--- config.mk ---
export PLATFORM = sky130hd
export DESIGN_NAME = sisc_ctrl_mc_flat
export DESIGN_NICKNAME = d
export VERILOG_FILES = /design/src/rtl/sisc_ctrl_mc_if.sv /design/src/rtl/sisc_ctrl_mc.sv /design/src/flat_wrapper.sv
export SDC_FILE = /design/constraint.sdc
export NUM_CORES = 1
export LEC_CHECK = 0
export ABC_AREA = 1
export CORE_UTILIZATION = 44
export CTS_BUF_LIST = sky130_fd_sc_hd__clkbuf_2 sky130_fd_sc_hd__clkbuf_4 sky130_fd_sc_hd__clkbuf_8
export DETAILED_ROUTE_END_ITERATION = 16
export PLACE_DENSITY_LB_ADDON = 0.2
export SLEW_MARGIN = 0
export SYNTH_ARGS = -nofsm -noshare
export SYNTH_HDL_FRONTEND = slang
export SYNTH_SLANG_ARGS = --single-unit
--- constraint.sdc ---
create_clock -name clk -period 1.55 [get_ports clk]
set_input_delay 0.31 -clock clk [delete_from_list [all_inputs] [get_ports clk]]
set_output_delay 0.31 -clock clk [all_outputs]
set_load 0.03 [all_outputs]
--- src/rtl/sisc_ctrl_mc_if.sv ---
// sisc_ctrl_mc_if
//   Bundle between the SISC multicycle controller and its datapath / memory.
//   Datapath -> controller: opcode, mm, stat, mem_ack.
//   Controller -> datapath: rf_we, alu_op, wb_sel, br_sel, rb_sel, wr_sel, mm_sel,
//                           ir_load, pc_sel, pc_write, pc_rst, dm_we, mem_req.
//   Modports: master = controller side, slave = datapath side.
interface sisc_ctrl_mc_if #(
    parameter int unsigned OP_W = 4,
    parameter int unsigned CC_W = 4
);
    logic [OP_W-1:0] opcode;
    logic [CC_W-1:0] mm;
    logic [CC_W-1:0] stat;
    logic            mem_ack;

    logic            rf_we;
    logic [1:0]      alu_op;
    logic [1:0]      wb_sel;
    logic            br_sel;
    logic            rb_sel;
    logic            wr_sel;
    logic [1:0]      mm_sel;
    logic            ir_load;
    logic            pc_sel;
    logic            pc_write;
    logic            pc_rst;
    logic            dm_we;
    logic            mem_req;

    modport master (
        input  opcode, mm, stat, mem_ack,
        output rf_we, alu_op, wb_sel, br_sel, rb_sel, wr_sel, mm_sel,
               ir_load, pc_sel, pc_write, pc_rst, dm_we, mem_req
    );

    modport slave (
        output opcode, mm, stat, mem_ack,
        input  rf_we, alu_op, wb_sel, br_sel, rb_sel, wr_sel, mm_sel,
               ir_load, pc_sel, pc_write, pc_rst, dm_we, mem_req
    );
endinterface

--- src/rtl/sisc_ctrl_mc.sv ---
// sisc_ctrl_mc
//   Multicycle control FSM for the SISC datapath with request/acknowledge memory
//   handshakes, instruction-dependent state skipping, an ack watchdog and a HALT state.
//   Ports:
//     clk    - clock, rising edge
//     rst_f  - asynchronous active-low reset
//     bus    - sisc_ctrl_mc_if.master: decode inputs, mem_ack, datapath controls, mem_req
//     halted - registered, 1 while in HALT
//     fault  - registered sticky flag: illegal opcode or ack timeout
//     state  - current state, for debug
module sisc_ctrl_mc #(
    parameter int unsigned OP_W        = 4,
    parameter int unsigned CC_W        = 4,
    parameter int unsigned ACK_TIMEOUT = 15
) (
    input  logic                  clk,
    input  logic                  rst_f,
    sisc_ctrl_mc_if.master        bus,
    output logic                  halted,
    output logic                  fault,
    output logic [3:0]            state
);
    typedef enum logic [3:0] {
        StStart     = 4'd0,
        StFetch     = 4'd1,
        StDecode    = 4'd2,
        StExecute   = 4'd3,
        StMem       = 4'd4,
        StWriteback = 4'd5,
        StHalt      = 4'd6
    } state_e;

    localparam logic [3:0] OpNoop = 4'd0;
    localparam logic [3:0] OpLod  = 4'd1;
    localparam logic [3:0] OpStr  = 4'd2;
    localparam logic [3:0] OpSwp  = 4'd3;
    localparam logic [3:0] OpBra  = 4'd4;
    localparam logic [3:0] OpBrr  = 4'd5;
    localparam logic [3:0] OpBne  = 4'd6;
    localparam logic [3:0] OpBnr  = 4'd7;
    localparam logic [3:0] OpAlu  = 4'd8;
    localparam logic [3:0] OpHlt  = 4'd15;

    localparam logic [CC_W-1:0] MmZero = '0;
    localparam logic [CC_W-1:0] Mm0001 = CC_W'(1);
    localparam logic [CC_W-1:0] Mm1000 = CC_W'(8);
    localparam logic [CC_W-1:0] Mm1001 = CC_W'(9);
    localparam logic [7:0]      WaitLast = 8'(ACK_TIMEOUT - 1);

    state_e     state_q, state_d;
    logic [7:0] wait_q, wait_d;
    logic       halted_q, fault_q, fault_set;

    logic       rf_we, br_sel, rb_sel, wr_sel, ir_load, pc_sel, pc_write, pc_rst, dm_we;
    logic       mem_req;
    logic [1:0] alu_op, wb_sel, mm_sel;

    logic [3:0] op;
    logic       legal, is_branch, taken, hit, post_mod, is_ldst;
    logic [1:0] addr_sel;

    // Opcode classification and condition evaluation, independent of state.
    always_comb begin
        op        = bus.opcode[3:0];
        hit       = |(bus.mm & bus.stat);
        is_branch = (op == OpBra) || (op == OpBrr) || (op == OpBne) || (op == OpBnr);
        is_ldst   = (op == OpLod) || (op == OpStr);
        legal     = ((bus.opcode >> 4) == OP_W'(0)) &&
                    (op <= OpAlu || op == OpHlt);
        taken     = ((op == OpBra) || (op == OpBrr)) ? hit : !hit;
        post_mod  = (bus.mm == Mm1001) || (bus.mm == Mm0001);
        // Data address source; held unchanged from EXECUTE through MEM.
        if (bus.mm == MmZero) begin
            addr_sel = 2'b01;
        end else if (bus.mm == Mm1000 || bus.mm == Mm1001) begin
            addr_sel = 2'b00;
        end else begin
            addr_sel = 2'b10;
        end
    end

    always_comb begin
        rf_we     = 1'b0;
        alu_op    = 2'b10;
        wb_sel    = 2'b00;
        br_sel    = 1'b0;
        rb_sel    = 1'b0;
        wr_sel    = 1'b0;
        mm_sel    = 2'b01;
        ir_load   = 1'b0;
        pc_sel    = 1'b0;
        pc_write  = 1'b0;
        pc_rst    = 1'b0;
        dm_we     = 1'b0;
        mem_req   = 1'b0;
        fault_set = 1'b0;
        state_d   = state_q;

        case (state_q)
            StStart: begin
                pc_rst  = 1'b1;
                state_d = StFetch;
            end
            StFetch: begin
                mem_req = 1'b1;
                if (bus.mem_ack) begin
                    ir_load  = 1'b1;
                    pc_write = 1'b1;
                    state_d  = StDecode;
                end
            end
            StDecode: begin
                rb_sel = legal && ((op == OpStr) || (op == OpSwp));
                br_sel = legal && ((op == OpBra) || (op == OpBne));
                if (!legal) begin
                    fault_set = 1'b1;
                    state_d   = StHalt;
                end else if (op == OpHlt) begin
                    state_d = StHalt;
                end else if (is_branch || op == OpNoop) begin
                    if (is_branch && taken) begin
                        pc_sel   = 1'b1;
                        pc_write = 1'b1;
                    end
                    state_d = StFetch;
                end else begin
                    state_d = StExecute;
                end
            end
            StExecute: begin
                if (op == OpAlu) begin
                    alu_op  = (bus.mm == Mm1000) ? 2'b01 : 2'b00;
                    state_d = StWriteback;
                end else begin
                    if (is_ldst) begin
                        alu_op = 2'b01;
                        mm_sel = addr_sel;
                    end
                    state_d = StMem;
                end
            end
            StMem: begin
                if (op == OpSwp) begin
                    wr_sel  = 1'b1;
                    wb_sel  = 2'b11;
                    rf_we   = 1'b1;
                    state_d = StWriteback;
                end else begin
                    mem_req = 1'b1;
                    mm_sel  = addr_sel;
                    dm_we   = (op == OpStr);
                    if (op == OpLod) begin
                        wb_sel = 2'b01;
                        rf_we  = bus.mem_ack;
                    end
                    if (bus.mem_ack) begin
                        state_d = post_mod ? StWriteback : StFetch;
                    end
                end
            end
            StWriteback: begin
                if (op == OpAlu) begin
                    rf_we = 1'b1;
                end else if (op == OpSwp) begin
                    wb_sel = 2'b10;
                    rf_we  = 1'b1;
                end else begin
                    wr_sel = 1'b1;
                    alu_op = 2'b01;
                    rf_we  = 1'b1;
                end
                state_d = StFetch;
            end
            StHalt: ;
            default: state_d = StStart;
        endcase

        // Watchdog: this is the ACK_TIMEOUT-th unacknowledged request cycle.
        if (mem_req && !bus.mem_ack && wait_q == WaitLast) begin
            fault_set = 1'b1;
            state_d   = StHalt;
        end

        if (state_d != state_q) begin
            wait_d = 8'd0;
        end else if (mem_req && !bus.mem_ack) begin
            wait_d = wait_q + 8'd1;
        end else begin
            wait_d = wait_q;
        end
    end

    always_ff @(posedge clk or negedge rst_f) begin
        if (!rst_f) begin
            state_q  <= StStart;
            wait_q   <= 8'd0;
            halted_q <= 1'b0;
            fault_q  <= 1'b0;
        end else begin
            state_q  <= state_d;
            wait_q   <= wait_d;
            halted_q <= (state_d == StHalt);
            fault_q  <= fault_q | fault_set;
        end
    end

    assign bus.rf_we    = rf_we;
    assign bus.alu_op   = alu_op;
    assign bus.wb_sel   = wb_sel;
    assign bus.br_sel   = br_sel;
    assign bus.rb_sel   = rb_sel;
    assign bus.wr_sel   = wr_sel;
    assign bus.mm_sel   = mm_sel;
    assign bus.ir_load  = ir_load;
    assign bus.pc_sel   = pc_sel;
    assign bus.pc_write = pc_write;
    assign bus.pc_rst   = pc_rst;
    assign bus.dm_we    = dm_we;
    assign bus.mem_req  = mem_req;

    assign halted = halted_q;
    assign fault  = fault_q;
    assign state  = state_q;
endmodule

--- src/flat_wrapper.sv ---
// flat-port wrapper written by rule: the top's interface ports become plain ports
module sisc_ctrl_mc_flat 
#(
    parameter int unsigned OP_W        = 4,
    parameter int unsigned CC_W        = 4,
    parameter int unsigned ACK_TIMEOUT = 15
)
  (clk, rst_f, halted, fault, state, bus_opcode, bus_mm, bus_stat, bus_mem_ack, bus_rf_we, bus_alu_op, bus_wb_sel, bus_br_sel, bus_rb_sel, bus_wr_sel, bus_mm_sel, bus_ir_load, bus_pc_sel, bus_pc_write, bus_pc_rst, bus_dm_we, bus_mem_req);
  sisc_ctrl_mc_if #(.OP_W(OP_W), .CC_W(CC_W)) bus_i ();
  input  logic clk;
  input  logic rst_f;
  output logic halted;
  output logic fault;
  output logic [3:0] state;
  input wire logic [$bits(bus_i.opcode)-1:0] bus_opcode;
  input wire logic [$bits(bus_i.mm)-1:0] bus_mm;
  input wire logic [$bits(bus_i.stat)-1:0] bus_stat;
  input wire logic [$bits(bus_i.mem_ack)-1:0] bus_mem_ack;
  output wire logic [$bits(bus_i.rf_we)-1:0] bus_rf_we;
  output wire logic [$bits(bus_i.alu_op)-1:0] bus_alu_op;
  output wire logic [$bits(bus_i.wb_sel)-1:0] bus_wb_sel;
  output wire logic [$bits(bus_i.br_sel)-1:0] bus_br_sel;
  output wire logic [$bits(bus_i.rb_sel)-1:0] bus_rb_sel;
  output wire logic [$bits(bus_i.wr_sel)-1:0] bus_wr_sel;
  output wire logic [$bits(bus_i.mm_sel)-1:0] bus_mm_sel;
  output wire logic [$bits(bus_i.ir_load)-1:0] bus_ir_load;
  output wire logic [$bits(bus_i.pc_sel)-1:0] bus_pc_sel;
  output wire logic [$bits(bus_i.pc_write)-1:0] bus_pc_write;
  output wire logic [$bits(bus_i.pc_rst)-1:0] bus_pc_rst;
  output wire logic [$bits(bus_i.dm_we)-1:0] bus_dm_we;
  output wire logic [$bits(bus_i.mem_req)-1:0] bus_mem_req;
  assign bus_i.opcode = bus_opcode;
  assign bus_i.mm = bus_mm;
  assign bus_i.stat = bus_stat;
  assign bus_i.mem_ack = bus_mem_ack;
  assign bus_rf_we = bus_i.rf_we;
  assign bus_alu_op = bus_i.alu_op;
  assign bus_wb_sel = bus_i.wb_sel;
  assign bus_br_sel = bus_i.br_sel;
  assign bus_rb_sel = bus_i.rb_sel;
  assign bus_wr_sel = bus_i.wr_sel;
  assign bus_mm_sel = bus_i.mm_sel;
  assign bus_ir_load = bus_i.ir_load;
  assign bus_pc_sel = bus_i.pc_sel;
  assign bus_pc_write = bus_i.pc_write;
  assign bus_pc_rst = bus_i.pc_rst;
  assign bus_dm_we = bus_i.dm_we;
  assign bus_mem_req = bus_i.mem_req;
  sisc_ctrl_mc #(.OP_W(OP_W), .CC_W(CC_W), .ACK_TIMEOUT(ACK_TIMEOUT)) u_core (.clk(clk), .rst_f(rst_f), .bus(bus_i), .halted(halted), .fault(fault), .state(state));
endmodule
==> results of run 1 <==
-- cells in the mapped netlist --
library cell,instances
nor2_1,28
o21ai_2,1
o21ai_1,1
o21ai_0,4
o22ai_1,1
inv_1,24
nor2_4,1
and2_1,1
xor2_1,7
nand3_1,11
nand4_2,1
nor3_1,3
conb_1,1
nand2_2,7
nor4_1,2
and3_1,1
inv_2,4
nand2_1,35
nand4_1,2
nand3_2,1
xnor2_1,1
a21oi_1,6
nor2_2,2
ha_1,2
o211ai_1,1
nor3b_1,1
nand3_4,2
dfrtp_1,14
clkinv_1,2
nand2_4,2
a22o_1,2
nor3_2,8
-- kinds of logic after synthesis --
group | count (synthesis) | synth area share (%)
simple gates | 108 | 46.9
buf+inv | 30 | 9.11
compound gates | 16 | 7.69
flops | 14 | 28.3
xor+xnor | 8 | 5.67
fa+ha+maj | 2 | 2.02
other cells | 1 | 0.303
-- metrics by stage --
stage                     cells  area, sq um  worst slack [ns]
after floorplan             179         1340            -0.126
after global placement      296         2090            -0.748
after detailed placement    296         2090            -0.790
==> reports/metrics.yaml, run 1 <==
status: "stopped before the end"
stop_stage: "4_1_cts"
error_line: "[ERROR DPL-0033] detailed placement checks failed during check placement."
port_buffers: 36
syn_area_sq_mm: 0.00124
syn_avg_cell_area_sq_um: 6.91
synth.area.top_cells: "dfrtp_1 28%, nand2_1 11%, nor2_1 8.5%"
hpwl_microns: 3180
gp_congestion: 0.935
root_buffer: "clkbuf_4"
synth_top_area_share_pct: 28.3
synth_seq_cells: 14
ys_seq_area_share_pct: 28.3
ctsResizeCount: 137
yosysTopAreaCell: "dfrtp_1"
cts_setup_buffers: 17
syn-num-nets: 196
ctsHtreeMaxLevel: 1
die_h_microns: 55.0
start_util_pct: 48.1
cts_buffer_depth: 2
postCtsHoldBufs: 0
die_x_microns: 55.0
cts_buffers: 3
ys_types: 32
yosys_warnings: 0
rows: 18
num_io_pins: 37
synthCells: 179
cts.sink_count: 14
==> run 2: changes to the inputs <==
Settings changed: CORE_AREA from default to 2 2 63 65, CORE_UTILIZATION 44 to default, CTS_BUF_LIST sky130_fd_sc_hd__clkbuf_2 sky130_fd_sc_hd__clkbuf_4 sky130_fd_sc_hd__clkbuf_8 to default, DIE_AREA from default to 0 0 65 67, PLACE_DENSITY_LB_ADDON 0.2 to 0.15.
Clock period 1.55 ns to 2.02 ns, I/O delays scaled along.
==> run 2 against run 1 <==
- the run now ends clean
- synthesized area unchanged
- synthesized cell count stayed put
==> reports/metrics.yaml, run 2 <==
postCtsHoldBufs: 0  # unchanged
vias: 1396
yosys_most_used_dff: "dfrtp_1"
slew_violations: 0
cp_data_required_time_ns: 1.62
pwr_density_cell_mw_per_mm2: 645
nets: 279
utilization_pct: 56.5
vdd_drop_max_uv: 500
synth.area.top_cells: "dfrtp_1 28%, nand2_1 11%, nor2_1 8.5%"
wirelength_microns: 3630
path_max_fanout: 4
viasPerCell: 4.52
clock_latency_ns: 0.25
hp-class: "input pin to async pin"
path_class: "flop to output pin"
cts_tree: "done"
die_area_sq_mm: 0.00436
syn_avg_cell_area_sq_um: 6.91  # unchanged
synth_seq_cells: 14  # unchanged
synth-xor-area-share_pct: 5.67  # unchanged
mostFrequentLayoutCell: "buf_4"
yosys-top-cells-count: "35 x nand2_1, 28 x nor2_1, 24 x inv_1"
drv_cap: 0
die_h_microns: 67  # +22%
largest_reg_flops: 8
worstSetupEndpointType: "output pin"
drtPass1Iterations: 4
muxShareOfSynthArea_pct: 0  # unchanged
cp.arrival_ns: 1.59
grt_pass1_vias: 1284
root_buffer: "clkbuf_8"
num_io_pins: 37  # unchanged
path_clk_slew_ns: 0.06
fin_skew_ns: 0.00283
detail_route.wl_per_cell_microns: 11.7
hold_slack_ns: 0.456
antenna_found_initial: 0
rrSetupSlack_ns: 0.29
synthAdderAreaFrac_pct: 2.02  # unchanged
syn_to_final_growth_pct: 64.7
hpwl_microns: 2730  # -14%
rsz0062_at_grt: "true"
drt_iter0_markers: 46
max_freq_mhz: 502
yosysTopAreaCell: "dfrtp_1"
syn_area_sq_mm: 0.00124  # unchanged
ys_types: 32  # unchanged
reg2reg_depth: 8
synth_top_family_by_area: "simple AND/OR/NAND/NOR gates"
finalHoldViolCount: 0
post-route-drc-count: 0
startpoint_type: "flop"
grt-ovfl-total: 0
gp_congestion: 0.865  # -7.5%
synth_top_area_share_pct: 28.3  # unchanged
yosys.area_share.simple_pct: 46.9  # unchanged
start_util_pct: 34.3  # -14 points
cts_buffers: 3  # unchanged
p_leak_nw: 1.01
track_usage_pct: 17.3
diodes: 0
ys_async_sr_fraction_pct: 100  # unchanged
grt_pass1_wl_microns: 5730
ctsHtreeMaxLevel: 1  # unchanged
ys_seq_area_share_pct: 28.3  # unchanged
core_area_sq_mm: 0.00361
post-route-period-util_pct: 98.7
syn-num-nets: 196  # unchanged
die_x_microns: 65  # +18%
top_register: "u_core.wait_q"
synth_most_common_cell: "nand2_1"
drive_gt1_share_pct: 40.6
cts_buffer_depth: 2  # unchanged
synthCells: 179  # unchanged
synth-edff-count: 0  # unchanged
setup_viol: 0
port_buffers: 36  # unchanged
cts.sink_count: 14  # unchanged
yosys_warnings: 0  # unchanged
ant_nets: 0
synth_compound_area_share_pct: 7.69  # unchanged
status: "completed"
timing.final.crit_period_ns: 1.99
mostFrequentLayoutCells: "57 x buf_4, 34 x nand2_1, 25 x nor2_1"
grt_max_degree: 15
rows: 22  # +4
## run 2: cell counts after synthesis
No cell type changed its count.
## run 2: cells by family (layout without fill, tap and decap cells)
family	Yosys count	count (layout)
other cells	1	1
flops	14	14
fa+ha+maj	2	2
compound gates	16	16
simple gates	108	108
buf+inv	30	112
xor+xnor	8	8
## run 2: timing repair
item                                    in CTS  in global routing
setup buffers                                5                  7
pin swaps                                    8                  4
gates resized for setup                     19                  9
endpoints found under the setup margin      12                  7
## run 2: cell type report
cell class | instances | area [sq um]
Clock buffer | 4 | 55.1
Fill cell | 358 | 1570
Inverter | 30 | 118
Multi-Input combinational cell | 135 | 828
Sequential cell | 14 | 350
Tap cell | 48 | 60.1
Timing Repair Buffer | 78 | 624
## run 2: metal layers
layer | vias up | wire length (microns) | track usage [%]
met5 | - | 0 | 0
met4 | 0 | 51 | 6.12
met3 | 7 | 215 | 3.21
met2 | 42 | 1550 | 26.7
met1 | 615 | 1810 | 23.9
li1 | 732 | - | -
## run 2: path summary, 6_finish.rpt
path / start / end
max in group asynchronous: rst_f / u_core.wait_q[1]
worst min-delay path: rst_f / u_core.wait_q[4]
worst min register to register: u_core.fault / u_core.fault
worst max-delay path: u_core.state[2] / bus_alu_op[0]
worst max register to register: u_core.state[2] / u_core.wait_q[3]
min in group clk: u_core.fault / u_core.fault
## run 2: per-stage QoR
step	total power, W	TNS, ns	cells	setup WS (ns)	cell area [sq um]
finish	0.00131	0	309	0.0269	2040
global route	0.00138	-0.0205	309	-0.0173	2040
CTS	0.00131	0	302	0.0117	1950
detailed placement	0.00102	-1.60	293	-0.190	1850
global placement	0.00101	-1.36	293	-0.177	1850
floorplan	0.000723	-0.0491	179	-0.0491	1250
## run 2: report_power, final
group	internal (W)	switching, W	leakage [nW]
registers	0.000308	0.0000158	0.188
logic	0.000271	0.000434	0.796
clock network	0.000173	0.000111	0.0288
## run 2: worst max-delay path: stages (launching register included)
cell and delay, ns:
dfrtp_1 0.39, buf_4 0.15, nor2_2 0.17, nand2_1 0.15, inv_2 0.12, nand2_1 0.06
o21ai_1 0.11, buf_4 0.17
Note: power is estimated with default switching activity, not from simulation.
